$ cat src/rtl/decoder_scan_n_pkg.sv
// Shared definitions for decoder_scan_n: mode encodings, FSM states and a
// small helper that says which states drive a live output.
package decoder_scan_n_pkg;

    localparam logic [1:0] MODE_DIRECT = 2'b00;
    localparam logic [1:0] MODE_SCAN   = 2'b01;
    localparam logic [1:0] MODE_SWEEP  = 2'b10;
    localparam logic [1:0] MODE_RSVD   = 2'b11;

    typedef enum logic [2:0] {
        ST_IDLE,
        ST_DIRECT,
        ST_SCAN,
        ST_SWEEP,
        ST_DONE
    } state_t;

    // True for the states in which one output line is pulled low.
    function automatic logic drives_outputs(input state_t s);
        return (s == ST_DIRECT) || (s == ST_SCAN) || (s == ST_SWEEP);
    endfunction

endpackage

$ cat src/rtl/decoder_scan_n_dec.sv
// Combinational SEL_W-to-2^SEL_W active-low one-hot decoder with enable.
// With en_i low every output is high.
module onehot_dec_n #(
    parameter int unsigned SEL_W = 3
) (
    input  logic [SEL_W-1:0]      sel_i,
    input  logic                  en_i,
    output logic [(1<<SEL_W)-1:0] y_n_o
);

    localparam int unsigned NUM_OUT = 1 << SEL_W;

    // Pull exactly the selected line low when enabled.
    always_comb begin
        y_n_o = '1;
        for (int unsigned i = 0; i < NUM_OUT; i++) begin
            if (en_i && (sel_i == SEL_W'(i))) begin
                y_n_o[i] = 1'b0;
            end
        end
    end

endmodule

$ cat src/rtl/decoder_scan_n.sv
// Registered SEL_W-to-2^SEL_W active-low decoder with 74138-style enables,
// a DIRECT mode, a free-running SCAN strobe and a one-shot SWEEP with a
// start/busy/done handshake.
module decoder_scan_n
    import decoder_scan_n_pkg::*;
#(
    parameter int unsigned SEL_W    = 3,
    parameter int unsigned TICK_DIV = 4,
    parameter int unsigned DIV_W    = 16
) (
    input  logic                  clk,
    input  logic                  rst,
    input  logic                  g1,
    input  logic                  g2a_n,
    input  logic                  g2b_n,
    input  logic [1:0]            mode,
    input  logic [SEL_W-1:0]      sel,
    input  logic [SEL_W-1:0]      last,
    input  logic                  start,
    output logic [(1<<SEL_W)-1:0] y,
    output logic [SEL_W-1:0]      idx,
    output logic                  busy,
    output logic                  done
);

    localparam int unsigned NUM_OUT = 1 << SEL_W;
    localparam logic [DIV_W-1:0] TICK_LAST = DIV_W'(TICK_DIV - 1);

    if (TICK_DIV < 1) begin : g_bad_tick_div
        $error("decoder_scan_n: TICK_DIV must be at least 1");
    end
    if (64'(TICK_DIV) > (64'd1 << DIV_W)) begin : g_bad_div_w
        $error("decoder_scan_n: TICK_DIV-1 does not fit in DIV_W bits");
    end

    state_t               state_q, state_d;
    logic [SEL_W-1:0]     idx_q,   idx_d;
    logic [DIV_W-1:0]     pre_q,   pre_d;
    logic                 busy_q,  busy_d;
    logic                 done_q,  done_d;
    logic [NUM_OUT-1:0]   y_q,     y_d;

    logic en;
    logic tick;
    logic at_end;

    assign en     = g1 & ~g2a_n & ~g2b_n;
    assign tick   = (pre_q == TICK_LAST);
    // >= rather than == so a lowered 'last' still wraps/terminates cleanly.
    assign at_end = (idx_q >= last);

    // Next-state logic; with the enables off everything except y holds.
    always_comb begin
        state_d = state_q;
        idx_d   = idx_q;
        pre_d   = pre_q;
        busy_d  = busy_q;
        done_d  = done_q;
        if (en) begin
            case (state_q)
                ST_IDLE: begin
                    case (mode)
                        MODE_DIRECT: begin
                            state_d = ST_DIRECT;
                            idx_d   = sel;
                        end
                        MODE_SCAN: begin
                            state_d = ST_SCAN;
                            idx_d   = '0;
                            pre_d   = '0;
                        end
                        MODE_SWEEP: begin
                            if (start) begin
                                state_d = ST_SWEEP;
                                idx_d   = '0;
                                pre_d   = '0;
                                busy_d  = 1'b1;
                            end
                        end
                        default: ;
                    endcase
                end
                ST_DIRECT, ST_SCAN, ST_SWEEP: begin
                    if ((state_q == ST_DIRECT && mode != MODE_DIRECT) ||
                        (state_q == ST_SCAN   && mode != MODE_SCAN)   ||
                        (state_q == ST_SWEEP  && mode != MODE_SWEEP)) begin
                        // Mode changed under us: abort quietly back to IDLE.
                        state_d = ST_IDLE;
                        idx_d   = '0;
                        pre_d   = '0;
                        busy_d  = 1'b0;
                        done_d  = 1'b0;
                    end else if (state_q == ST_DIRECT) begin
                        idx_d = sel;
                    end else if (!tick) begin
                        pre_d = pre_q + 1'b1;
                    end else begin
                        pre_d = '0;
                        if (!at_end) begin
                            idx_d = idx_q + 1'b1;
                        end else if (state_q == ST_SCAN) begin
                            idx_d = '0;
                        end else begin
                            state_d = ST_DONE;
                            idx_d   = '0;
                            busy_d  = 1'b0;
                            done_d  = 1'b1;
                        end
                    end
                end
                ST_DONE: begin
                    state_d = ST_IDLE;
                    done_d  = 1'b0;
                end
                default: begin
                    state_d = ST_IDLE;
                    idx_d   = '0;
                    pre_d   = '0;
                    busy_d  = 1'b0;
                    done_d  = 1'b0;
                end
            endcase
        end
    end

    // Decode the next index so y lands in the same edge as idx.
    onehot_dec_n #(
        .SEL_W(SEL_W)
    ) u_dec (
        .sel_i (idx_d),
        .en_i  (en && drives_outputs(state_d)),
        .y_n_o (y_d)
    );

    // State and output registers.
    always_ff @(posedge clk or posedge rst) begin
        if (rst) begin
            state_q <= ST_IDLE;
            idx_q   <= '0;
            pre_q   <= '0;
            busy_q  <= 1'b0;
            done_q  <= 1'b0;
            y_q     <= '1;
        end else begin
            state_q <= state_d;
            idx_q   <= idx_d;
            pre_q   <= pre_d;
            busy_q  <= busy_d;
            done_q  <= done_d;
            y_q     <= y_d;
        end
    end

    assign y    = y_q;
    assign idx  = idx_q;
    assign busy = busy_q;
    assign done = done_q;

endmodule

$ cat config.mk
export PLATFORM = sky130hd
export DESIGN_NAME = decoder_scan_n
export DESIGN_NICKNAME = d
export VERILOG_FILES = /design/src/rtl/decoder_scan_n_pkg.sv /design/src/rtl/decoder_scan_n_dec.sv /design/src/rtl/decoder_scan_n.sv
export SDC_FILE = /design/constraint.sdc
export NUM_CORES = 1
export LEC_CHECK = 0
export ABC_CLOCK_PERIOD_IN_PS = 2000
export BUFFER_PORTS_ARGS = -buffer_cell sky130_fd_sc_hd__buf_2
export CORE_ASPECT_RATIO = 0.9
export CORE_MARGIN = 4
export CORE_UTILIZATION = 51
export CTS_BUF_LIST = sky130_fd_sc_hd__clkbuf_16
export DETAILED_ROUTE_END_ITERATION = 8
export PLACE_DENSITY = 0.75
export SLEW_MARGIN = 0
export SYNTH_ARGS = -nofsm -noshare
export SYNTH_HDL_FRONTEND = slang
export SYNTH_SLANG_ARGS = --single-unit
$ cat constraint.sdc
create_clock -name clk -period 2 [get_ports clk]
set_input_delay 0.4 -clock clk [delete_from_list [all_inputs] [get_ports clk]]
set_output_delay 0.4 -clock clk [all_outputs]
set_load 0.02 [all_outputs]
; ---- Yosys cells after proc, flatten, opt, wreduce, memory -nomap -nowiden
; Cells that the tools add are included.
[totals]
reg_bits = 32
word_cells = 111
[op_classes]
order_cmp = 1
eq_ne = 27
addsub = 2
n_bitwise = 6
n_reduce_logical = 24
muxes = 45
[op_table]
columns = operator, count
row1 = two-way mux 16 bit, 4
row2 = case mux 16 bit (3 select lines), 1
row3 = two-way mux 3 bit, 13
row4 = case mux 16 bit (2 select lines), 1
row5 = case mux 3 bit (3 select lines), 3
row6 = two-way mux 1 bit, 20
row7 = "== test 3 x 2 -> 1 bit, second input constant", 6
row8 = "adder 16 x 1 -> 16 bit, second input constant", 1
row9 = "== test 16 x 2 -> 1 bit, second input constant", 1
row10 = "== test 3 bit, second input constant", 5
row11 = "inequality test 3 bit, second input constant", 5
row12 = logical AND 1 bit, 12
row13 = "== test 3 x 1 -> 1 bit, second input constant", 3
row14 = AND reduction 8 bit, 1
row15 = logical NOT 3 bit, 2
row16 = case mux 3 bit (2 select lines), 1
row17 = AND reduction 6 bit, 1
row18 = AND reduction 5 bit, 1
row19 = logical OR 1 bit, 4
row20 = "inequality test 2 x 1 -> 1 bit, second input constant", 2
row21 = "inequality test 2 bit, second input constant", 2
row22 = inverter 1 bit, 4
row23 = "adder 3 x 1 -> 3 bit, second input constant", 1
row24 = greater-or-equal comparator 3 bit, 1
row25 = 9 further kinds, 10

; ---- Logic depth before layout (Yosys ltp)
; Gate-level depths: netlist (run 1).
[logic_depth]
ltp_word = 14
mapped_depth = 9
ltp_nobuf = 9

; ---- Modules after synthesis
; Synthesis (run 1) repeated with hierarchy kept, for this count alone.
[unflattened]
cells_unflattened = 210
area_unflattened_um2 = 1991.9
[by_module_without_submodules]
columns = module, cells_per_inst, instances, area_each_um2, seq_area_each_um2
row1 = decoder_scan_n, 202, 1, 1915.6, 810.8
row2 = onehot_dec_n, 8, 1, 76.3, 0.0

; ---- Worst setup path after synthesis (run 1)
; OpenSTA, ideal clock, no wires.
[synth_timing]
path_kind = flip-flop to flip-flop
from = reg idx_q[0] (netlist: idx[0])
to = reg y_q[0] (netlist: y[0])
slack_ns = -0.027
setup_time_ns = 0.107
required_time_ns = 1.893
arrival_ns = 1.920
n_path_buf = 0
stages_incl_launch_ff = 9
cell_sequence = dfrtp_1 > inv_1 > ha_1 > nor2b_1 > o21ai_2 > nor3_2 > a221oi_1 > o21ai_2 > nand4b_1
[synth_via]
word_cells_on_any_way = 25
classes_between = add/sub (1) / order compare (1) / eq/ne (3) / mux (15) / reduce/logical (5)
[synth_rtl]
columns = item, line_no
row1 = "start, declared", decoder_scan_n.sv:37  ; logic [SEL_W-1:0] idx_q, idx_d;
row2 = "start signal, assigned", decoder_scan_n.sv:146  ; idx_q <= idx_d;
row3 = adder 3 x 1 -> 3 bit / greater-or-equal comparator 3 bit (equally long branches), "decoder_scan_n.sv:100, decoder_scan_n.sv:50"
row4 = two-way mux 3 bit *, decoder_scan_n.sv:99  ; if (!at_end) begin
row5 = two-way mux 3 bit *, decoder_scan_n.sv:95  ; end else if (!tick) begin
row6 = two-way mux 3 bit *, decoder_scan_n.sv:93  ; end else if (state_q == ST_DIRECT) begin
row7 = two-way mux 3 bit *, decoder_scan_n.sv:84  ; if ((state_q == ST_DIRECT && mode != MODE_DIRECT) ||
row8 = case mux 3 bit (3 select lines) *, decoder_scan_n.sv:60  ; case (state_q)
row9 = two-way mux 3 bit *, decoder_scan_n.sv:59  ; if (en) begin
row10 = named net idx_d[2], decoder_scan_n.sv:37
row11 = logical NOT 3 bit *, decoder_scan_n_dec.sv:17  ; if (en_i && (sel_i == SEL_W'(i))) begin
row12 = logical AND 1 bit *, decoder_scan_n_dec.sv:17
row13 = two-way mux 1 bit *, decoder_scan_n_dec.sv:17
row14 = named net u_dec.y_n_o[0], decoder_scan_n_dec.sv:8  ; output logic [(1<<SEL_W)-1:0] y_n_o
row15 = "end signal, assigned", decoder_scan_n.sv:150  ; y_q <= y_d;
row16 = "end, declared", decoder_scan_n.sv:41  ; logic [NUM_OUT-1:0] y_q, y_d;
; The timed path passes the listed nets; every way through them passes the cells marked *.
; A chain may end at the register's enable or synchronous reset.

; ---- Worst setup path in the final report (run 1)
[layout_timing]
from = reg pre_q[8]
to = reg y_q[5] (netlist: y[5])
[layout_via]
elab_chain_len = 12
word_cells_on_any_way = 20
classes_between = eq/ne (5) / mux (11) / reduce/logical (4)
[layout_lines]
columns = item, line_no
row1 = "start, declared", decoder_scan_n.sv:38  ; logic [DIV_W-1:0] pre_q, pre_d;
row2 = "start signal, assigned", decoder_scan_n.sv:147  ; pre_q <= pre_d;
row3 = == test 16 x 2 -> 1 bit *, decoder_scan_n.sv:48  ; assign tick = (pre_q == TICK_LAST);
row4 = two-way mux 3 bit, decoder_scan_n.sv:95
row5 = two-way mux 3 bit, decoder_scan_n.sv:93
row6 = two-way mux 3 bit, decoder_scan_n.sv:84
row7 = case mux 3 bit (2 select lines), decoder_scan_n.sv:60
row8 = two-way mux 3 bit, decoder_scan_n.sv:59
row9 = == test 3 x 1 -> 1 bit / == test 3 x 2 -> 1 bit (equally long branches), decoder_scan_n_pkg.sv:20  ; return (s == ST_DIRECT) || (s == ST_SCAN) || (s == ST_SWEEP);
row10 = logical OR 1 bit (2 in series), decoder_scan_n_pkg.sv:20
row11 = logical AND 1 bit, decoder_scan_n.sv:131  ; .en_i (en && drives_outputs(state_d)),
row12 = logical AND 1 bit *, decoder_scan_n_dec.sv:17
row13 = two-way mux 1 bit *, decoder_scan_n_dec.sv:17
row14 = named net u_dec.y_n_o[5], decoder_scan_n_dec.sv:8
; Marks and branches as above.

==> results by group, run 1 <==
Synthesis
  – Post-Syn Area: 2030 µm²
  – Dominant cell type by area after synthesis: dfrtp_1
  – Largest family of logic cells by synthesized area: simple AND/OR/NAND/NOR gates
  – Syn_area_per_cell: between 10 and 15 µm²
  – Synth area leaders: dfrtp_1 30%, dfstp_2 10%, ha_1 5.5%, nor2_1 4.4%, xor2_1 3.9%
  – Asr flop ratio synth: 1.00
  – Register area share after synthesis: 0.399
  – Synth Area in Compound Gates: 0.145
  – EDFF count, synth: 0
  – Synth top area share: 0.296
  – XOR/XNOR Fraction of Synth Area: 0.0604
  – Synth Register Bits: 32
  – Synth Area in Simple Gates: 0.288
  – Mux contribution to synthesized area: 0.0129
  – Syn Inst Count: 203
  – Post-synthesis adder-cell area fraction: 0.0555
  – Synth Net Count: about 230
  – Cell variety after synth: 58
  – Ys Warns: 0
  – Synth Flop Type: dfrtp_1

Worst setup path
  – Reg2reg start: pre_q[8]
  – Endpoint type of the worst setup path: flop
  – Worst-path cell chain: nor4_4 > nand4_1 > nor3_4 > o311ai_1 > buf_4 > nor2_4 > nand3_1
  – CP max-delay cell: dfrtp_1
  – Critical path type: reg2reg
  – Worst-case reg-to-reg path depth: 7
  – Critical R2R Capture: y[5]
  – Slowest stage delay, CP: 0.43 ns
  – CP Launch Type: flop
  – Worst Path Max Fanout: 4
  – CP required: 2.19 ns
  – Critical Path AT: approximately 2.1 ns
  – Worst reg-to-reg setup slack: 0.07 ns

STA
  – Fin. Hold Viols: 0
  – RSZ-0062 raised after global routing: yes
  – Max_slew headroom: 0.713
  – Setup Skew: approximately 0.0071 ns
  – Tcrit/Tclk final: 0.967
  – Setup violators final: 0
  – Post-route setup slack: about 0.065 ns
  – Final Max Tran Viols: 0
  – Slew @ Worst Pin: 0.427 ns
  – Fmax: between 500 and 600 MHz
  – Final min period: between 1.5 and 2 ns

Place
  – RePlAce Congestion: 0.868
  – Dpl ws: -0.286 ns
  – PortBufs: 26
  – Dpl hpwl: between 3000 and 4000 µm
  – Dpl cells: 306
  – Dpl cell area: 2450 µm²

Die
  – Core box area: 3780 µm²
  – Die width: 74.5 µm
  – # rows: 21
  – Ports: 27
  – Initial Util: 0.537
  – Die area: 5060 µm²
  – Die H: 67.9 µm

Clock network
  – Total clock sinks: 32
  – Root Driver: clkbuf_16
  – Reg clk slew, reported paths: 0.05 ns
  – Hold Buf Count CTS: 0
  – Clock tree from TritonCTS: done
  – H-Tree Depth: 2
  – TritonCTS Buffers: 5
  – Clk buf depth: 2
  – Clock Latency Late Sink: 0.28 ns

Power and ir drop
  – Leak: 0.00126 µW
  – Clock Power Share: 0.316
  – Reg power frac: 0.341
  – Gate power share: 0.342
  – Sw Pwr: 746 µW
  – Worst vdd ir: 0.478 mV
  – Total chip power: 2260 µW
  – Sw Ratio: 0.330
  – P_int: about 1500 µW
  – Power per cell area: 842 nW/µm²

Global route
  – Largest net degree at the start of global routing: 33
  – Total Routing Usage GR: 0.211
  – Gr ovfl total: 0
  – First-pass GRT wire length: 8030 µm
  – Vias in the first global route: 1778
  – Antenna violations before repair: 0

Run
  – Max_cap viols: 0

Route
  – Wire per inst: 15.5 µm
  – Post-Route WL: 4920 µm
  – Drt drc: 0
  – Total vias in the final route: approximately 1800
  – Vias per inst: 5.75
  – Initial DRC count: 132
  – ANT nets after route: 0
  – First-pass DRT Iterations: 4

Cells and area
  – Fill cells: 288
  – Layout area overhead: 32.1%
  – Design area: 2680 µm²
  – Nets: 294
  – Final Non-Filler Cells: about 320
  – Area of the multi-input gates: ~1200 µm²
  – Most common cell after layout, fill and taps aside: buf_4
  – FF/Latch Area: 811 µm²
  – Diode count: 0
  – Fraction of layout cells with a size suffix above 1: 0.397
  – Commonest non-fill, non-tap cells in the layout: 40 x buf_4, 26 x buf_2, 24 x nor2_1, 24 x dfrtp_1, 12 x nand2_1

Worst hold path
  – Hold crit path type: in2async

Outcome
  – Status: complete, no violations
## cell families after synthesis
kind of cell,after synthesis
mux,2
fa+ha+maj,9
buf+inv,15
simple gates,95
compound gates,36
xor+xnor,14
flops,32
## power by group through the flow
stage	registers, µW	clock network (µW)	logic [µW]
CTS	767	729	728
global route	782	753	838
global placement	778	0	699
detailed placement	775	0	715
floorplan	805	0	419
finish	771	715	774
## Yosys cell counts (2+ instances only)
cell type  instances
a21o_1             4
a21oi_1            6
a32o_1             2
and2_1             2
and3_1             5
buf_2              2
buf_6              2
dfrtp_1           24
dfstp_2            8
ha_1               9
inv_1              9
nand2_1           12
nand2b_1           6
nand3_1           10
nand3b_1           3
nand4_1            9
nand4b_1           2
nor2_1            24
nor2b_1            2
nor3b_1            3
nor4_2             2
o21ai_0            6
o21ai_2            3
or2_2              2
xnor2_1            5
xor2_1             9
## worst max path at each step
| stage | cells after the start | endpoint | slack [ns] | from |
|---|---|---|---|---|
| floorplan | 8 | done | 0.003 | mode[0] |
| global placement | 9 | pre_q[3] | -0.17 | mode[0] |
| detailed placement | 9 | pre_q[4] | -0.29 | mode[0] |
| CTS | 7 | done | 0.03 | pre_q[0] |
| global route | 8 | y[3] | -0.05 | pre_q[1] |
| finish | 7 | y[5] | 0.07 | pre_q[8] |
## registers in the layout, summed over array words and instances, names as in the netlist
| signal | count |
|---|---|
| idx | 3 |
| done | 1 |
| pre_q | 16 |
| busy | 1 |
| state_q | 3 |
| y | 8 |
## critical path, delay by kind of cell, from the launching register on
kind                   cells  cell delay [ns]
AOI/OAI and AO/OA          1             0.12
buffers and inverters      1             0.17
DFF                        1             0.43
and+or+nand+nor            5             1.12
## cell type report
class,instances,share of cell area
clock buffers,5,0.0466
clock inverters,3,0.00420
inverters,10,0.0140
multi-input cells,156,0.451
flip-flops and latches,32,0.302
well taps,46,0.0215
repair buffers,66,0.160
## per-layer routing
layer / up-vias / GRT usage / wire (µm)
li1: 870 / - / -
met3: 11 / 0.0396 / 228
met1: 892 / 0.276 / 2140
met5: - / 0 / 0
met4: 0 / 0.0978 / 103
met2: 55 / 0.339 / 2450
## through the flow
step	utilization	hold WS, ns	setup TNS [ns]
after floorplan	-	0.505	0
after global placement	0.649	0.498	-3.43
after detailed placement	0.649	0.502	-5.65
after CTS	0.687	0.231	0
after global routing	0.709	0.257	-0.326
final	0.709	0.209	0
## timing repair
item,in CTS,in global routing
cloned,0,0
pin swaps,0,8
resized for setup,1,9
setup buffers,0,4
endpoints found under the setup margin,13,12
Power figures use the tool's default switching activity.
==> inputs of run 2 (changes only) <==
- BUFFER_PORTS_ARGS: -buffer_cell sky130_fd_sc_hd__buf_2 -> -buffer_cell sky130_fd_sc_hd__buf_4
- CORE_ASPECT_RATIO: 0.9 -> 1.2
==> run 2 against run 1 <==
Compared with the run above: hold slack better by 0.011 ns; global-route usage is 0.21 points higher; sequential cell count unchanged; clock skew shrank 0.0022 ns; clock power increased by 17%.
==> results by group, run 2 (synthesized netlist as in run 1, its figures left out) <==
Place
  – Dpl hpwl: 3590 µm (+0.41%)
  – RePlAce Congestion: 0.899 (+3.5%)
  – PortBufs: 26 (unchanged)
  – Dpl cell area: 2520 µm² (+2.9%)

STA
  – Final Max Tran Viols: 0 (unchanged)
  – RSZ-0062 raised after global routing: yes
  – Fmax: 511 MHz (-1.1%)
  – Slew @ Worst Pin: 0.609 ns (+0.182 ns)
  – Max_slew headroom: 0.591 (-0.122)
  – Hold Worst Slack: 0.220 ns (+0.0109 ns)
  – Tcrit/Tclk final: 0.978 (+0.0110)
  – Setup Skew: 0.00488 ns (-0.00223 ns)
  – Final min period: 1.96 ns (+0.0220 ns)
  – Setup violators final: 0 (unchanged)
  – Fin. Hold Viols: 0 (unchanged)

Global route
  – First-pass GRT wire length: 8280 µm (+3.1%)
  – Gr ovfl total: 0 (unchanged)
  – Antenna violations before repair: 0 (unchanged)
  – Total Routing Usage GR: 0.213 (+0.00206)
  – GRT Max-Usage Layer: met2
  – Met2 Usage GRT: 0.363 (+0.0239)
  – Global routing usage on met3: 0.0453 (+0.00567)
  – Vias in the first global route: 1753 (-1.4%)
  – Largest net degree at the start of global routing: 33 (unchanged)
  – Met1 GRT Util: 0.258 (-0.0177)

Power and ir drop
  – Leak: 0.00129 µW (+2.6%)
  – Power per cell area: 871 nW/µm² (+3.4%)
  – Worst vdd ir: 0.592 mV (+24%)

Cells and area
  – Layout area overhead: 37.6%
  – Biggest register: pre_q
  – Most common cell after layout, fill and taps aside: buf_4
  – FF/Latch Area: 813 µm² (+0.31%)
  – Nets: 293 (-0.34%)
  – Fraction of layout cells with a size suffix above 1: 0.410 (+0.0125)
  – Area of the multi-input gates: 1210 µm² (+0.10%)
  – Commonest non-fill, non-tap cells in the layout: 63 x buf_4, 23 x nor2_1, 22 x dfrtp_1
  – Fill cells: 273 (-5.2%)
  – Design area: 2790 µm² (+4.2%)
  – Max FFs per register: 16 (unchanged)
  – Diode count: 0 (unchanged)

Die
  – # rows: 24 (+14%)
  – Core box area: 3720 µm² (-1.6%)
  – Die width: 65.6 µm (-12%)
  – Initial Util: 0.545 (+0.00866)
  – Ports: 27 (unchanged)
  – Die area: 5060 µm² (about the same)
  – Die H: 77.1 µm (+14%)

Run
  – Max_cap viols: 0 (unchanged)

Worst setup path
  – Endpoint type of the worst setup path: flop
  – Critical path type: reg2reg
  – Critical Path AT: 2.14 ns (+0.02 ns)
  – Worst Path Max Fanout: 4 (unchanged)
  – CP Launch Type: flop
  – CP required: 2.19 ns (about the same)

Outcome
  – Status: complete, no violations

Route
  – First-pass DRT Iterations: 5 (+1)
  – Wire per inst: 15.8 µm (+2.4%)
  – Post-Route WL: 5120 µm (+4.0%)
  – ANT nets after route: 0 (unchanged)
  – Vias per inst: 5.59 (-2.7%)
  – Initial DRC count: 112 (-15%)
  – Total vias in the final route: 1807 (-1.1%)
  – Drt drc: 0 (unchanged)

Clock network
  – Reg clk slew, reported paths: 0.05 ns (about the same)
  – Total clock sinks: 32 (unchanged)
  – Clk buf depth: 2 (unchanged)
  – Clock Latency Late Sink: 0.27 ns (about the same)
  – TritonCTS Buffers: 5 (unchanged)
  – Root Driver: clkbuf_16
  – Clock tree from TritonCTS: done
  – Hold Buf Count CTS: 0 (unchanged)
  – H-Tree Depth: 2 (unchanged)

Worst hold path
  – Hold crit path type: in2async
==> run 2: changes by cell type in the layout (fill, tap and decap cells not counted), moves of 2 or more <==
cell	change
buf_2	-26
dfrtp_2	+2
o21ai_2	-2
inv_1	-2
o21ai_1	+2
buf_4	+23
dfrtp_1	-2
==> run 2: per-layer routing <==
metal / up-vias / part of all wire
met5: - / 0
met4: 0 / 0.030
met3: 13 / 0.047
met2: 51 / 0.53
met1: 879 / 0.39
li1: 864 / -
==> run 2: report_power, final <==
part	internal, µW	switching [µW]
clock network	577	262
logic	394	417
registers	715	69.7
==> run 2: per-stage QoR <==
stage / total power, µW / setup slack (ns) / TNS (ns) / cells / utilization
after detailed placement: 1530 / -0.253 / -4.24 / 310 / 0.678
after CTS: 2390 / 0.0134 / 0 / 318 / 0.725
after global placement: 1510 / -0.171 / -3.13 / 310 / 0.678
after global routing: 2550 / -0.0970 / -0.677 / 323 / 0.750
after floorplan: 1220 / 0.00341 / 0 / 203 / -
final: 2430 / 0.0435 / 0 / 323 / 0.750
==> run 2: area by class of cell <==
class                   count  share of cell area
clock buffers               5              0.0448
repair buffers             65               0.180
multi-input cells         156               0.433
clock inverters             3              0.0134
flip-flops and latches     32               0.291
well taps                  52              0.0233
inverters                  10              0.0134
==> run 2: worst paths after layout <==
path                            cells after the start       end  slack, ns     start
worst max-delay path                                8      y[3]       0.04  pre_q[1]
worst min-delay path                                3  pre_q[3]       0.22       rst
worst max register to register                      8      y[3]       0.04  pre_q[1]
worst min register to register                      1      done       0.53      done
max in group asynchronous                           3      y[7]       1.45       rst
min in group clk                                    1      done       0.53      done
==> run 2: worst max-delay path, stage by stage, from the launching register on <==
cell and delay [ns]:
dfrtp_1 0.36, ha_2 0.21, nor4b_4 0.22, nand4_1 0.24, nor3_4 0.32, o311ai_1 0.11, buf_4 0.17, nor2_4 0.11
nand4_1 0.12
==> run 2: timing repair <==
action	4_1_cts	5_1_grt
setup endpoints to repair	14	12
pin swaps	0	11
cloned	0	0
buffers inserted	0	5
gates resized for setup	2	13
==> inputs of run 3 (changes only) <==
- SYNTH_HIERARCHICAL: unset -> 1
==> run 3 against run 2 <==
Compared with the run above: cell count is 12% higher; setup slack lost 0.38 ns; sequential cell count did not move; global-route usage grew 5.2 points; fmax down 16%; the run now ends with setup timing left; highest routed layer unchanged; largest cell class unchanged; count of clock-buffer cells in the layout unchanged; clock power rose by 4.2%; combinational power is 42% higher; total power grew 15%; critical path type unchanged; sequential power hardly changed; die area shrank 1.7%.
==> results by group, run 3 <==
Outcome
  – Status: complete, but fails checks
  – Failing checks: setup timing

Synthesis
  – Post-synthesis adder-cell area fraction: 0.0565 (+0.00108)
  – Synth Register Bits: 32 (unchanged)
  – Asr flop ratio synth: 1.00 (unchanged)
  – Most frequent cell after synthesis: dfrtp_1
  – Syn_area_per_cell: 9.49 µm² (-5.2%)
  – Dominant cell type by area after synthesis: dfrtp_1
  – Synth Area in Compound Gates: 0.198 (+0.0531)
  – Synth top area share: 0.302 (+0.00576)
  – Register area share after synthesis: 0.407 (+0.00777)
  – EDFF count, synth: 0 (unchanged)
  – Synth Flop Type: dfrtp_1
  – Largest family of logic cells by synthesized area: simple AND/OR/NAND/NOR gates
  – Syn Inst Count: 210 (+3.4%)
  – Post-Syn Area: 1990 µm² (-1.9%)
  – Synth area leaders: dfrtp_1 30%, dfstp_2 11%, ha_1 5.7%, o21ai_0 3.8%, nand2_1 3.4%
  – Ys Warns: 6 (+6)
  – Most frequent cells after synthesis: 24 x dfrtp_1, 18 x nand2_1, 15 x o21ai_0
  – XOR/XNOR Fraction of Synth Area: 0.0176 (-0.0428)
  – Synth Net Count: 233 (+3.1%)
  – Synth Area in Simple Gates: 0.275 (-0.0132)
  – Mux contribution to synthesized area: 0.0113 (-0.00163)
  – Cell variety after synth: 55 (-5.2%)

STA
  – RSZ-0062 raised after global routing: yes
  – Max_slew headroom: 0.641 (+0.0500)
  – Fin. Hold Viols: 0 (unchanged)
  – Setup violators final: 26 (+26)
  – Setup Skew: 0.00381 ns (-0.00106 ns)
  – Final min period: 2.34 ns (+0.383 ns)
  – Post-route setup slack: -0.339 ns (-0.383 ns)
  – Final Max Tran Viols: 0 (unchanged)
  – Fmax: 427 MHz (-16%)
  – Slew @ Worst Pin: 0.538 ns (-0.0715 ns)
  – Tcrit/Tclk final: 1.17 (+0.192)

Die
  – Initial Util: 0.539 (-0.00607)
  – Ports: 27 (unchanged)
  – Core box area: 3690 µm² (-0.81%)
  – Die width: 65.1 µm (-0.85%)
  – Die area: 4970 µm² (-1.7%)
  – # rows: 24 (unchanged)
  – Die H: 76.5 µm (-0.86%)

Power and ir drop
  – P_int: 1850 µW (+9.5%)
  – Reg power frac: 0.278 (-0.044)
  – Total chip power: 2810 µW (+15%)
  – Worst vdd ir: 0.547 mV (-7.5%)
  – Sw Ratio: 0.343 (+0.0352)
  – Sw Pwr: 962 µW (+29%)
  – Leak: 0.00143 µW (+10%)
  – Gate power share: 0.411 (+0.078)
  – Clock Power Share: 0.311 (-0.034)
  – Power per cell area: 867 nW/µm² (-0.46%)

Clock network
  – Clk buf depth: 2 (unchanged)
  – Clock tree from TritonCTS: done
  – TritonCTS Buffers: 5 (unchanged)
  – Hold Buf Count CTS: 0 (unchanged)
  – Clock Latency Late Sink: 0.28 ns (about the same)
  – Total clock sinks: 32 (unchanged)
  – H-Tree Depth: 2 (unchanged)
  – Reg clk slew, reported paths: 0.05 ns (about the same)
  – Root Driver: clkbuf_16

Cells and area
  – Fraction of layout cells with a size suffix above 1: 0.505 (+0.0952)
  – Nets: 333 (+14%)
  – Design area: 3240 µm² (+16%)
  – Fill cells: 180 (-34%)
  – Max FFs per register: 16 (unchanged)
  – Biggest register: pre_q
  – Layout area overhead: 62.6%
  – Diode count: 0 (unchanged)
  – Final Non-Filler Cells: 363 (+12%)
  – Most common cell after layout, fill and taps aside: buf_4
  – Commonest non-fill, non-tap cells in the layout: 85 x buf_4, 21 x dfrtp_1, 16 x nand2_1

Place
  – Dpl cells: 341 (+10%)
  – PortBufs: 26 (unchanged)
  – RePlAce Congestion: 0.938 (+4.3%)
  – Dpl hpwl: 4120 µm (+15%)
  – Dpl cell area: 2740 µm² (+8.7%)

Worst setup path
  – Worst reg-to-reg setup slack: -0.34 ns (-0.38 ns)
  – CP Buf/Inv Count: 0 (-1)
  – Worst-path cell chain: ha_2 > nor4b_4 > nand4_1 > o21bai_2 > o21bai_1 > a221o_1 > or4b_4
  – Worst Path Max Fanout: 3 (-1)
  – CP required: 2.19 ns (about the same)
  – CP max-delay cell: or4b_4
  – Worst path top cell family by delay: simple AND/OR/NAND/NOR gates
  – CP Launch Type: flop
  – Slowest stage delay, CP: 0.51 ns (+0.15 ns)
  – Critical Path AT: 2.53 ns (+0.39 ns)
  – Critical path type: reg2reg
  – Endpoint type of the worst setup path: flop

Global route
  – Vias in the first global route: 2190 (+25%)
  – Largest net degree at the start of global routing: 21 (-36%)
  – Gr ovfl total: 0 (unchanged)
  – First-pass GRT wire length: 10300 µm (+24%)
  – Total Routing Usage GR: 0.265 (+0.0522)
  – Antenna violations before repair: 0 (unchanged)

Worst hold path
  – Hold crit path type: in2async

Route
  – Vias per inst: 6.34 (+13%)
  – Total vias in the final route: 2302 (+27%)
  – Wire per inst: 21.4 µm (+35%)
  – ANT nets after route: 0 (unchanged)
  – Initial DRC count: 158 (+41%)
  – First-pass DRT Iterations: 5 (unchanged)
  – Drt drc: 0 (unchanged)
  – Post-Route WL: 7760 µm (+52%)

Run
  – Max_cap viols: 0 (unchanged)
[run 3: changes by cell type in the layout (fill, tap and decap cells not counted), moves of 4 or more]
cell      previous run  this run
a21oi_1              6        10
and3_1               5         0
nand2b_1             5         1
nor3_1               1         6
or3_1                0         4
nand2_1             12        16
buf_4               63        85
xor2_1               9         2
o21ai_0              5        11
buf_6                1        11
nor2_1              23         9
[run 3: cell type report]
type                            instances  area (µm²)  area share
Clock buffer                            5         125      0.0386
Multi-Input combinational cell        163        1370       0.422
Sequential cell                        32         815       0.251
Timing Repair Buffer                   97         782       0.241
Inverter                               11        43.8      0.0135
Clock inverter                          3        42.5      0.0131
Tap cell                               52        65.1      0.0201
[run 3: power groups by stage]
stage          combinational [µW]  sequential, µW  clock (µW)
3_5_place_dp                  861             775           0
5_1_grt                      1210             785         916
4_1_cts                       913             769         872
3_3_place_gp                  842             772           0
6_report                     1150             781         874
2_1_floorplan                 434             802           0
[run 3: worst paths after layout]
path	startpoint	end	cells after the start
min reg2reg	busy	busy	1
max	pre_q[0]	y[0]	7
max in group asynchronous	rst	state_q[1]	3
max reg2reg	pre_q[0]	y[0]	7
min	rst	idx[1]	2
min in group clk	busy	busy	1
[run 3: what timing repair did]
action / in CTS / in global routing
pin swaps: 8 / 9
cloned: 1 / 1
setup endpoints to repair: 10 / 18
resized for setup: 13 / 40
buffers inserted: 5 / 9
[run 3: through the flow]
stage	hold slack [ns]	util	setup TNS, ns	setup slack [ns]
CTS	0.169	0.814	-0.713	-0.174
global placement	0.455	0.743	-4.19	-0.313
detailed placement	0.471	0.743	-5.38	-0.385
global route	0.191	0.877	-3.72	-0.337
floorplan	0.487	-	-0.268	-0.268
finish	0.170	0.877	-2.93	-0.339
[run 3: kinds of logic after synthesis]
group	Yosys count
simple gates	91
compound gates	56
flops	32
buf+inv	16
fa+ha+maj	9
xor+xnor	4
mux	2
[run 3: metal layers]
metal | global-route usage | part of all wire | vias up
li1 | - | - | 995
met1 | 0.298 | 0.35 | 1108
met4 | 0.127 | 0.067 | 0
met3 | 0.0678 | 0.062 | 56
met2 | 0.459 | 0.52 | 143
met5 | 0 | 0 | -
